[config.mk]
export PLATFORM = sky130hd
export DESIGN_NAME = apm_preadd_mult_flat
export DESIGN_NICKNAME = d
export VERILOG_FILES = /design/src/rtl/apm_pkg.sv /design/src/rtl/apm_preadd_mult_if.sv /design/src/rtl/apm_pipe_reg.sv /design/src/rtl/apm_preadd_mult.sv /design/src/flat_wrapper.sv
export SDC_FILE = /design/constraint.sdc
export NUM_CORES = 1
export LEC_CHECK = 0
export CORE_UTILIZATION = 65
export DETAILED_ROUTE_END_ITERATION = 8
export PLACE_DENSITY = 0.88
export SLEW_MARGIN = 20
export SYNTH_ARGS = -nofsm -noshare
export SYNTH_HDL_FRONTEND = slang
export SYNTH_SLANG_ARGS = --single-unit
[constraint.sdc]
create_clock -name vclk -period 29.6
set_clock_uncertainty 0.05 [all_clocks]
set_input_delay 7.4 -clock vclk [all_inputs]
set_output_delay 7.4 -clock vclk [all_outputs]
set_load 0.02 [all_outputs]
[src/rtl/apm_pkg.sv]
// Shared widths, mode-bit positions and operand extension helpers for the
// pre-adder / multiplier / post-adder slice.
package apm_pkg;
  localparam int X_W   = 25;
  localparam int XB_W  = 24;
  localparam int Y_W   = 17;
  localparam int Z_W   = 48;
  localparam int PRE_W = 27;
  localparam int YE_W  = 18;
  localparam int M_W   = 45;
  localparam int P_W   = 48;
  localparam int MI_W  = 5;
  localparam int MZ_W  = 2;

  localparam int MI_SUB  = 0;
  localparam int MI_PRE  = 1;
  localparam int MI_XSGN = 2;
  localparam int MI_YSGN = 3;
  localparam int MI_NEG  = 4;
  localparam int MZ_SUB  = 0;
  localparam int MZ_ACC  = 1;

  function automatic logic [PRE_W-1:0] ext_x(input logic [X_W-1:0] v, input logic sgn);
    return sgn ? {{(PRE_W-X_W){v[X_W-1]}}, v} : {{(PRE_W-X_W){1'b0}}, v};
  endfunction

  function automatic logic [PRE_W-1:0] ext_xb(input logic [XB_W-1:0] v, input logic sgn);
    return sgn ? {{(PRE_W-XB_W){v[XB_W-1]}}, v} : {{(PRE_W-XB_W){1'b0}}, v};
  endfunction

  function automatic logic [YE_W-1:0] ext_y(input logic [Y_W-1:0] v, input logic sgn);
    return sgn ? {{(YE_W-Y_W){v[Y_W-1]}}, v} : {{(YE_W-Y_W){1'b0}}, v};
  endfunction
endpackage

[src/rtl/apm_preadd_mult_if.sv]
// Operand, mode, clock-enable and result bundle of the arithmetic slice.
interface apm_preadd_mult_if;
  import apm_pkg::*;
  logic [X_W-1:0]  i_x;
  logic [XB_W-1:0] i_xb;
  logic [Y_W-1:0]  i_y;
  logic [Z_W-1:0]  i_z;
  logic [MI_W-1:0] i_modein;
  logic [MZ_W-1:0] i_modez;
  logic            i_cex, i_cexb, i_cey, i_cez, i_cepre, i_cem, i_cep;
  logic [P_W-1:0]  o_p;

  modport master (output i_x, i_xb, i_y, i_z, i_modein, i_modez,
                  output i_cex, i_cexb, i_cey, i_cez, i_cepre, i_cem, i_cep,
                  input  o_p);
  modport slave  (input  i_x, i_xb, i_y, i_z, i_modein, i_modez,
                  input  i_cex, i_cexb, i_cey, i_cez, i_cepre, i_cem, i_cep,
                  output o_p);
endinterface

[src/rtl/apm_pipe_reg.sv]
// Optional pipeline register: clock-enabled with async clear when EN=1,
// a plain wire when EN=0.
module apm_pipe_reg #(
  parameter int W  = 1,
  parameter bit EN = 1'b1
) (
  input  logic         i_clk,
  input  logic         i_rst,
  input  logic         i_ce,
  input  logic [W-1:0] i_d,
  output logic [W-1:0] o_q
);
  if (EN) begin : g_reg
    logic [W-1:0] r_q;
    always_ff @(posedge i_clk or posedge i_rst)
      if (i_rst)     r_q <= '0;
      else if (i_ce) r_q <= i_d;
    assign o_q = r_q;
  end else begin : g_wire
    logic w_unused;
    assign w_unused = ^{i_clk, i_rst, i_ce};
    assign o_q      = i_d;
  end
endmodule

[src/rtl/apm_preadd_mult.sv]
// DSP slice: optional pre-adder (X +/- XB) times Y, optional negate, optional
// post-adder against Z or the P feedback. Every stage register is optional.
module apm_preadd_mult
  import apm_pkg::*;
#(
  parameter bit USE_PREADD  = 1'b1,
  parameter bit USE_POSTADD = 1'b0,
  parameter bit PREADD_REG  = 1'b0,
  parameter bit X_REG       = 1'b0,
  parameter bit XB_REG      = 1'b0,
  parameter bit Y_REG       = 1'b0,
  parameter bit Z_REG       = 1'b0,
  parameter bit MULT_REG    = 1'b0,
  parameter bit P_REG       = 1'b0,
  parameter bit MODE_REG    = 1'b0
) (
  input  logic             i_clk,
  input  logic             i_rst,
  apm_preadd_mult_if.slave io
);
  logic [MI_W+MZ_W-1:0] w_mode;
  logic [MI_W-1:0]      w_mi;
  logic [MZ_W-1:0]      w_mz;
  logic [X_W-1:0]       w_x;
  logic [XB_W-1:0]      w_xb;
  logic [Y_W-1:0]       w_y;
  logic [PRE_W-1:0]     w_x27, w_xb27, w_pre, w_pre_q;
  logic [YE_W-1:0]      w_y18, w_y18_q;
  logic [M_W-1:0]       w_prod;
  logic [P_W-1:0]       w_m48, w_mn, w_m_q, w_z, w_zsel, w_post, w_p;
  logic                 w_use_pre;
  logic                 w_unused_mz;

  apm_pipe_reg #(.W(MI_W+MZ_W), .EN(MODE_REG)) u_mode_reg (.i_clk, .i_rst, .i_ce(1'b1),
    .i_d({io.i_modein, io.i_modez}), .o_q(w_mode));
  assign w_mi = w_mode[MI_W+MZ_W-1:MZ_W];
  assign w_mz = w_mode[MZ_W-1:0];
  assign w_unused_mz = ^w_mz;

  apm_pipe_reg #(.W(X_W),  .EN(X_REG))  u_x_reg  (.i_clk, .i_rst, .i_ce(io.i_cex),  .i_d(io.i_x),  .o_q(w_x));
  apm_pipe_reg #(.W(XB_W), .EN(XB_REG)) u_xb_reg (.i_clk, .i_rst, .i_ce(io.i_cexb), .i_d(io.i_xb), .o_q(w_xb));
  apm_pipe_reg #(.W(Y_W),  .EN(Y_REG))  u_y_reg  (.i_clk, .i_rst, .i_ce(io.i_cey),  .i_d(io.i_y),  .o_q(w_y));
  apm_pipe_reg #(.W(Z_W),  .EN(Z_REG))  u_z_reg  (.i_clk, .i_rst, .i_ce(io.i_cez),  .i_d(io.i_z),  .o_q(w_z));

  assign w_x27     = ext_x(w_x, w_mi[MI_XSGN]);
  assign w_xb27    = ext_xb(w_xb, w_mi[MI_XSGN]);
  assign w_y18     = ext_y(w_y, w_mi[MI_YSGN]);
  assign w_use_pre = USE_PREADD & w_mi[MI_PRE];

  // 27 bits hold any sum/difference of the extended 25/24-bit operands.
  always_comb begin
    w_pre = w_x27;
    if (w_use_pre) w_pre = w_mi[MI_SUB] ? (w_x27 - w_xb27) : (w_x27 + w_xb27);
  end

  // Y rides alongside the pre-adder register so both multiplier inputs stay aligned.
  apm_pipe_reg #(.W(PRE_W), .EN(PREADD_REG)) u_pre_reg (.i_clk, .i_rst, .i_ce(io.i_cepre), .i_d(w_pre), .o_q(w_pre_q));
  apm_pipe_reg #(.W(YE_W),  .EN(PREADD_REG)) u_yd_reg  (.i_clk, .i_rst, .i_ce(io.i_cepre), .i_d(w_y18), .o_q(w_y18_q));

  // Sign-extending both factors to the product width makes the unsigned
  // multiply equal the signed product modulo 2^45.
  assign w_prod = {{(M_W-PRE_W){w_pre_q[PRE_W-1]}}, w_pre_q} *
                  {{(M_W-YE_W){w_y18_q[YE_W-1]}}, w_y18_q};
  assign w_m48  = {{(P_W-M_W){w_prod[M_W-1]}}, w_prod};
  assign w_mn   = w_mi[MI_NEG] ? (-w_m48) : w_m48;

  apm_pipe_reg #(.W(P_W), .EN(MULT_REG)) u_m_reg (.i_clk, .i_rst, .i_ce(io.i_cem), .i_d(w_mn), .o_q(w_m_q));

  // Feedback exists only behind the P register; without it Z is the only source.
  if (P_REG) begin : g_fb
    assign w_zsel = w_mz[MZ_ACC] ? w_p : w_z;
  end else begin : g_nofb
    assign w_zsel = w_z;
  end

  always_comb begin
    w_post = w_m_q;
    if (USE_POSTADD) w_post = w_mz[MZ_SUB] ? (w_m_q - w_zsel) : (w_m_q + w_zsel);
  end

  apm_pipe_reg #(.W(P_W), .EN(P_REG)) u_p_reg (.i_clk, .i_rst, .i_ce(io.i_cep), .i_d(w_post), .o_q(w_p));
  assign io.o_p = w_p;
endmodule

[src/flat_wrapper.sv]
// flat-port wrapper written by rule: the top's interface ports become plain ports
module apm_preadd_mult_flat import apm_pkg::*;
#(
  parameter bit USE_PREADD  = 1'b1,
  parameter bit USE_POSTADD = 1'b0,
  parameter bit PREADD_REG  = 1'b0,
  parameter bit X_REG       = 1'b0,
  parameter bit XB_REG      = 1'b0,
  parameter bit Y_REG       = 1'b0,
  parameter bit Z_REG       = 1'b0,
  parameter bit MULT_REG    = 1'b0,
  parameter bit P_REG       = 1'b0,
  parameter bit MODE_REG    = 1'b0
)
  (i_clk, i_rst, io_i_x, io_i_xb, io_i_y, io_i_z, io_i_modein, io_i_modez, io_i_cex, io_i_cexb, io_i_cey, io_i_cez, io_i_cepre, io_i_cem, io_i_cep, io_o_p);
  apm_preadd_mult_if io_i ();
  input  logic i_clk;
  input  logic i_rst;
  input wire logic [$bits(io_i.i_x)-1:0] io_i_x;
  input wire logic [$bits(io_i.i_xb)-1:0] io_i_xb;
  input wire logic [$bits(io_i.i_y)-1:0] io_i_y;
  input wire logic [$bits(io_i.i_z)-1:0] io_i_z;
  input wire logic [$bits(io_i.i_modein)-1:0] io_i_modein;
  input wire logic [$bits(io_i.i_modez)-1:0] io_i_modez;
  input wire logic [$bits(io_i.i_cex)-1:0] io_i_cex;
  input wire logic [$bits(io_i.i_cexb)-1:0] io_i_cexb;
  input wire logic [$bits(io_i.i_cey)-1:0] io_i_cey;
  input wire logic [$bits(io_i.i_cez)-1:0] io_i_cez;
  input wire logic [$bits(io_i.i_cepre)-1:0] io_i_cepre;
  input wire logic [$bits(io_i.i_cem)-1:0] io_i_cem;
  input wire logic [$bits(io_i.i_cep)-1:0] io_i_cep;
  output wire logic [$bits(io_i.o_p)-1:0] io_o_p;
  assign io_i.i_x = io_i_x;
  assign io_i.i_xb = io_i_xb;
  assign io_i.i_y = io_i_y;
  assign io_i.i_z = io_i_z;
  assign io_i.i_modein = io_i_modein;
  assign io_i.i_modez = io_i_modez;
  assign io_i.i_cex = io_i_cex;
  assign io_i.i_cexb = io_i_cexb;
  assign io_i.i_cey = io_i_cey;
  assign io_i.i_cez = io_i_cez;
  assign io_i.i_cepre = io_i_cepre;
  assign io_i.i_cem = io_i_cem;
  assign io_i.i_cep = io_i_cep;
  assign io_o_p = io_i.o_p;
  apm_preadd_mult #(.USE_PREADD(USE_PREADD), .USE_POSTADD(USE_POSTADD), .PREADD_REG(PREADD_REG), .X_REG(X_REG), .XB_REG(XB_REG), .Y_REG(Y_REG), .Z_REG(Z_REG), .MULT_REG(MULT_REG), .P_REG(P_REG), .MODE_REG(MODE_REG)) u_core (.i_clk(i_clk), .i_rst(i_rst), .io(io_i));
endmodule
; ---- Word-level counts from Yosys, hierarchy flattened
; Cells that the tools add are included.
[word_totals]
register_bits = 0
input_bits = 130
wordCells = 10
[classes]
add_sub_neg = 3
multipliers = 1
muxes = 6
[op_table]
columns = op, n
row1 = two-way mux 27 bit, 4
row2 = two-way mux 48 bit, 1
row3 = negation 48 bit, 1
row4 = multiplier 27 x 18 -> 45 bit, 1
row5 = adder 27 bit, 1
row6 = subtractor 27 bit, 1
row7 = two-way mux 18 bit, 1

; ---- Depth between registers and ports, before layout
[depth]
word_depth = 7
mapped_depth = 44

; ---- Cells and area by module
; A second synthesis with hierarchy kept.
[unflattened]
cells_unflattened = 2744
hier_area_um2 = 22521.6
[modules_own_cells]
columns = module, n_inst, cells_each, area_per_inst_um2, seq_area_each_um2
row1 = apm_preadd_mult, 1, 2530, 20915.1, 0.0
row2 = apm_pipe_reg at u_core.u_m_reg ..., 2, 48, 360.3, 0.0
row3 = apm_pipe_reg at u_core.u_pre_reg, 1, 27, 202.7, 0.0
row4 = apm_pipe_reg at u_core.u_x_reg, 1, 25, 187.7, 0.0
row5 = apm_pipe_reg at u_core.u_xb_reg, 1, 24, 180.2, 0.0
row6 = apm_pipe_reg at u_core.u_yd_reg, 1, 18, 135.1, 0.0
row7 = apm_pipe_reg at u_core.u_y_reg, 1, 17, 127.6, 0.0
row8 = apm_pipe_reg at u_core.u_mode_reg, 1, 7, 52.6, 0.0

; ---- Worst setup path before layout
; OpenSTA, ideal clock, no wires.
[synth_timing]
path_type = input-to-output
startpoint = input port io_i_xb[6]
endpoint = output port io_o_p[42]
t_arrival_ps = 17683
required_ps = 22150
setup_slack_ps = 4467
cell_stages = 43
n_path_buf = 2
path_cell_list = nor3_1 nand2_1 nor4_1 nand2_1 nor2_1 nand2_1 nor3_1 nor2_1 xnor2_1 ha_1 nor2b_1 o21ai_0 nand2_1 a21oi_1 o211ai_1 a41oi_1 mux2i_1 xnor2_1 [... 7 more ...] fa_1 inv_1 fa_1 inv_1 fa_1 inv_1 ha_1 clkbuf_1 a21oi_1 o211ai_1 a2bb2oi_1 o41ai_1 xnor2_1 or3_4 or2_4 or3b_4 o41ai_2 xor2_1
[synth_via]
elab_chain_cells = 7
[synth_rtl]
columns = element, line_no
row1 = start: declaration, flat_wrapper.sv:20  ; input wire logic [$bits(io_i.i_xb)-1:0] io_i_xb;
row2 = two-way mux 27 bit *, apm_pkg.sv:28  ; return sgn ? {{(PRE_W-XB_W){v[XB_W-1]}}, v} : {{(PRE_W-XB_W){1'b0}}, v};
row3 = adder 27 bit / subtractor 27 bit (equally long branches), apm_preadd_mult.sv:53  ; if (w_use_pre) w_pre = w_mi[MI_SUB] ? (w_x27 - w_xb27) : (w_x27 + w_xb27);
row4 = two-way mux 27 bit * (2 in series), apm_preadd_mult.sv:53
row5 = multiplier 27 x 18 -> 45 bit *, apm_preadd_mult.sv:62  ; assign w_prod = {{(M_W-PRE_W){w_pre_q[PRE_W-1]}}, w_pre_q} *
row6 = negation 48 bit, apm_preadd_mult.sv:65  ; assign w_mn = w_mi[MI_NEG] ? (-w_m48) : w_m48;
row7 = two-way mux 48 bit *, apm_preadd_mult.sv:65
row8 = end: declaration, flat_wrapper.sv:32  ; output wire logic [$bits(io_i.o_p)-1:0] io_o_p;
; Mark *: on every way between the ends. The rest lies on a longest branch, timed or not.

; ---- Worst setup path in the final report
; Same ends and word-level chain as after synthesis.

==> summary.md <==
| Metric | Value |
|---|---|
| Hold Vio Cnt, Final | `0` |
| Largest net degree at the start of global routing | `50` |
| Syn avg cell area | `between 8 and 9 um^2` |
| Vias in the first global route | `approximately 19000` |
| CP Max Fanout | `12` |
| Sequential cell count | `0` |
| Worst Hold Launch | `io_i_modein[4]` |
| Critical Path AT | `20.29 ns` |
| Status | `finished, final reports clean` |
| Synth Area in Simple Gates | `0.1842` |
| Distinct cells, synth | `83` |
| Die ar. | `roughly 0.033 mm^2` |
| Ys Warns | `0` |
| Mux cell area share after synthesis | `0.01018` |
| GR Overflow Total | `0` |
| Fin cells | `2893` |
| Vias/cell | `between 5 and 6` |
| Post-CTS Resized | `0` |
| Initial antenna violation count | `2` |
| Worst slew pin tran | `1.150 ns` |
| Post-route ant nets | `0` |
| Required time of the worst setup path | `22.15 ns` |
| Number of port buffers | `119` |
| Layout Nets | `3234` |
| Max Cap Viol | `0` |
| Fmax | `36.04 MHz` |
| Site Rows | `65` |
| RePlAce Congestion | `0.9009` |
| WL final | `approximately 52000 um` |
| Worst Setup SP | `io_i_xb[6]` |
| Synth Area in Adders | `0.5408` |
| Placed cells | `roughly 2900` |
| Area of the mapped netlist | `0.02076 mm^2` |
| Hold/Removal Path Class | `in2out` |
| # setup viols final | `0` |
| Detailed Route Iter0 Violations | `around 1200` |
| Worst-path cell with the longest stage delay | `xnor2_2` |
| GRT Util Overall | `0.3369` |
| Fillers | `2252` |
| Startpoint types | `input pin` |
| Finished Core Util | `0.7059` |
| Vias post-DR | `16984` |
| Setup TNS | `0 ns` |
| Share of cells above drive strength 1 | `0.03656` |
| Worst Setup Path Type | `in2out` |
| Post CTS Setup Buffer Count | `0` |
| Period utilization | `0.9373` |
| DP Wirelength | `roughly 43000 um` |
| Synth-to-Final Area Change | `7.008%` |
| Critical Path Sink Type | `primary output` |
| Sequential cell area | `0 um^2` |
| IO Pins | `between 150 and 200` |
| Sequential fraction of the synthesis area | `0` |
| CORE AREA | `0.03147 mm^2` |
| DRC Markers | `0` |
| Hold_buf cts | `0` |
| # clk buffers | `0` |
| Wire per inst | `18.00 um` |
| Largest family of logic cells by synthesized area | `adder cells` |
| Worst path max stage delay | `about 0.63 ns` |
| Gate Count Post-Synth | `approximately 2500` |
| Synth Area in Compound Gates | `0.09647` |
| Fin. max-slew vios | `0` |
| Min cycle time layout | `27.74 ns` |
| RSZ-0062 raised after global routing | `false` |
| Die boundary width | `180.7 um` |
| Min Hold Slack | `16.16 ns` |
| Die Ht | `180.7 um` |
| Net count after synthesis | `approximately 3200` |
| Max-slew headroom | `0.2307` |
| First-pass GRT wire length | `about 90000 um` |
| Synth Area in XOR/XNOR | `0.04935` |
| First-pass DRT Iterations | `7` |
| Initial cell density of the core | `0.6597` |
-- synth_stat cells (all sizes together), types with 12 or more instances --
cell,number,share of area
a21o,22,0.0080
a21oi,66,0.016
and2,213,0.064
buf,19,0.0046
clkbuf,82,0.015
fa,474,0.46
ha,139,0.084
inv,551,0.10
mux2,17,0.0092
nand2,333,0.060
nand3,18,0.0049
nor2,84,0.015
nor3,36,0.0099
o211ai,14,0.0053
o21a,20,0.0072
o21ai,53,0.013
o31ai,18,0.0088
or2,12,0.0037
xnor2,93,0.039
xor2,24,0.010
-- through the flow --
step | cell area, um^2 | setup slack [ns]
global placement | 22240 | 2.385
floorplan | 20760 | 4.467
detailed placement | 22240 | 2.038
global route | 22220 | 1.092
finish | 22220 | 1.856
CTS | 22240 | 1.967
-- worst paths after layout --
kind          to  slack, ns  cells past startpoint
max   io_o_p[42]       1.86                     43
min    io_o_p[8]      16.16                      5
-- layer usage --
metal | share of wire | global-route usage | routed length [um]
met4 | 0.058 | 0.1915 | 3016
met2 | 0.53 | 0.6283 | 27780
met3 | 0.060 | 0.03689 | 3104
met1 | 0.35 | 0.3715 | 18190
met5 | 0 | 0 | 0
-- cell type report --
cell class	count	area, um^2	area share
multi-input combinational	1799	18330	0.8248
timing repair buffer	139	1316	0.05924
tap	402	503.0	0.02264
antenna	2	5.005	0.0002253
inverter	551	2068	0.09308
-- worst max-delay path, delay by kind of cell --
kind,cells,cell delay (ns)
adder cells (fa/ha/maj),8,3.90
AND/OR/NAND/NOR,14,3.43
AO/OA/AOI/OAI,9,2.48
buffers and inverters,7,1.67
XOR/XNOR,4,1.26
multiplexers,1,0.16
-- kinds of logic after synthesis --
kind of cell / Yosys count
xor+xnor: 117
fa+ha+maj: 613
buf+inv: 652
compound gates: 279
mux: 19
simple gates: 771
-- placed cells by master (no fill, tap or decap), types with 5 or more instances in the layout --
cell,n
o41ai_1,5
nor4_1,9
a21boi_0,6
nand3_1,17
nor2_1,83
nor2b_1,10
o21ai_0,47
o21a_1,20
a211o_1,7
o22ai_1,5
or2_2,10
nand4_1,8
clkdlybuf4s50_1,114
or3_1,8
a21o_1,22
a21oi_1,64
buf_4,20
nor3_1,32
inv_1,551
a211oi_1,7
ha_1,139
xor2_1,24
a31o_2,5
a31oi_1,10
o211ai_1,13
and3_1,6
xnor2_1,92
mux2_2,17
o31ai_2,6
and2_1,212
o21bai_1,8
o31ai_1,9
nand2b_1,10
o21ai_1,6
buf_2,5
nor3b_1,7
fa_1,474
nand2_1,333
Power is not shown: default switching activity piles up to over one toggle a cycle in this logic, so the estimate is an artifact.
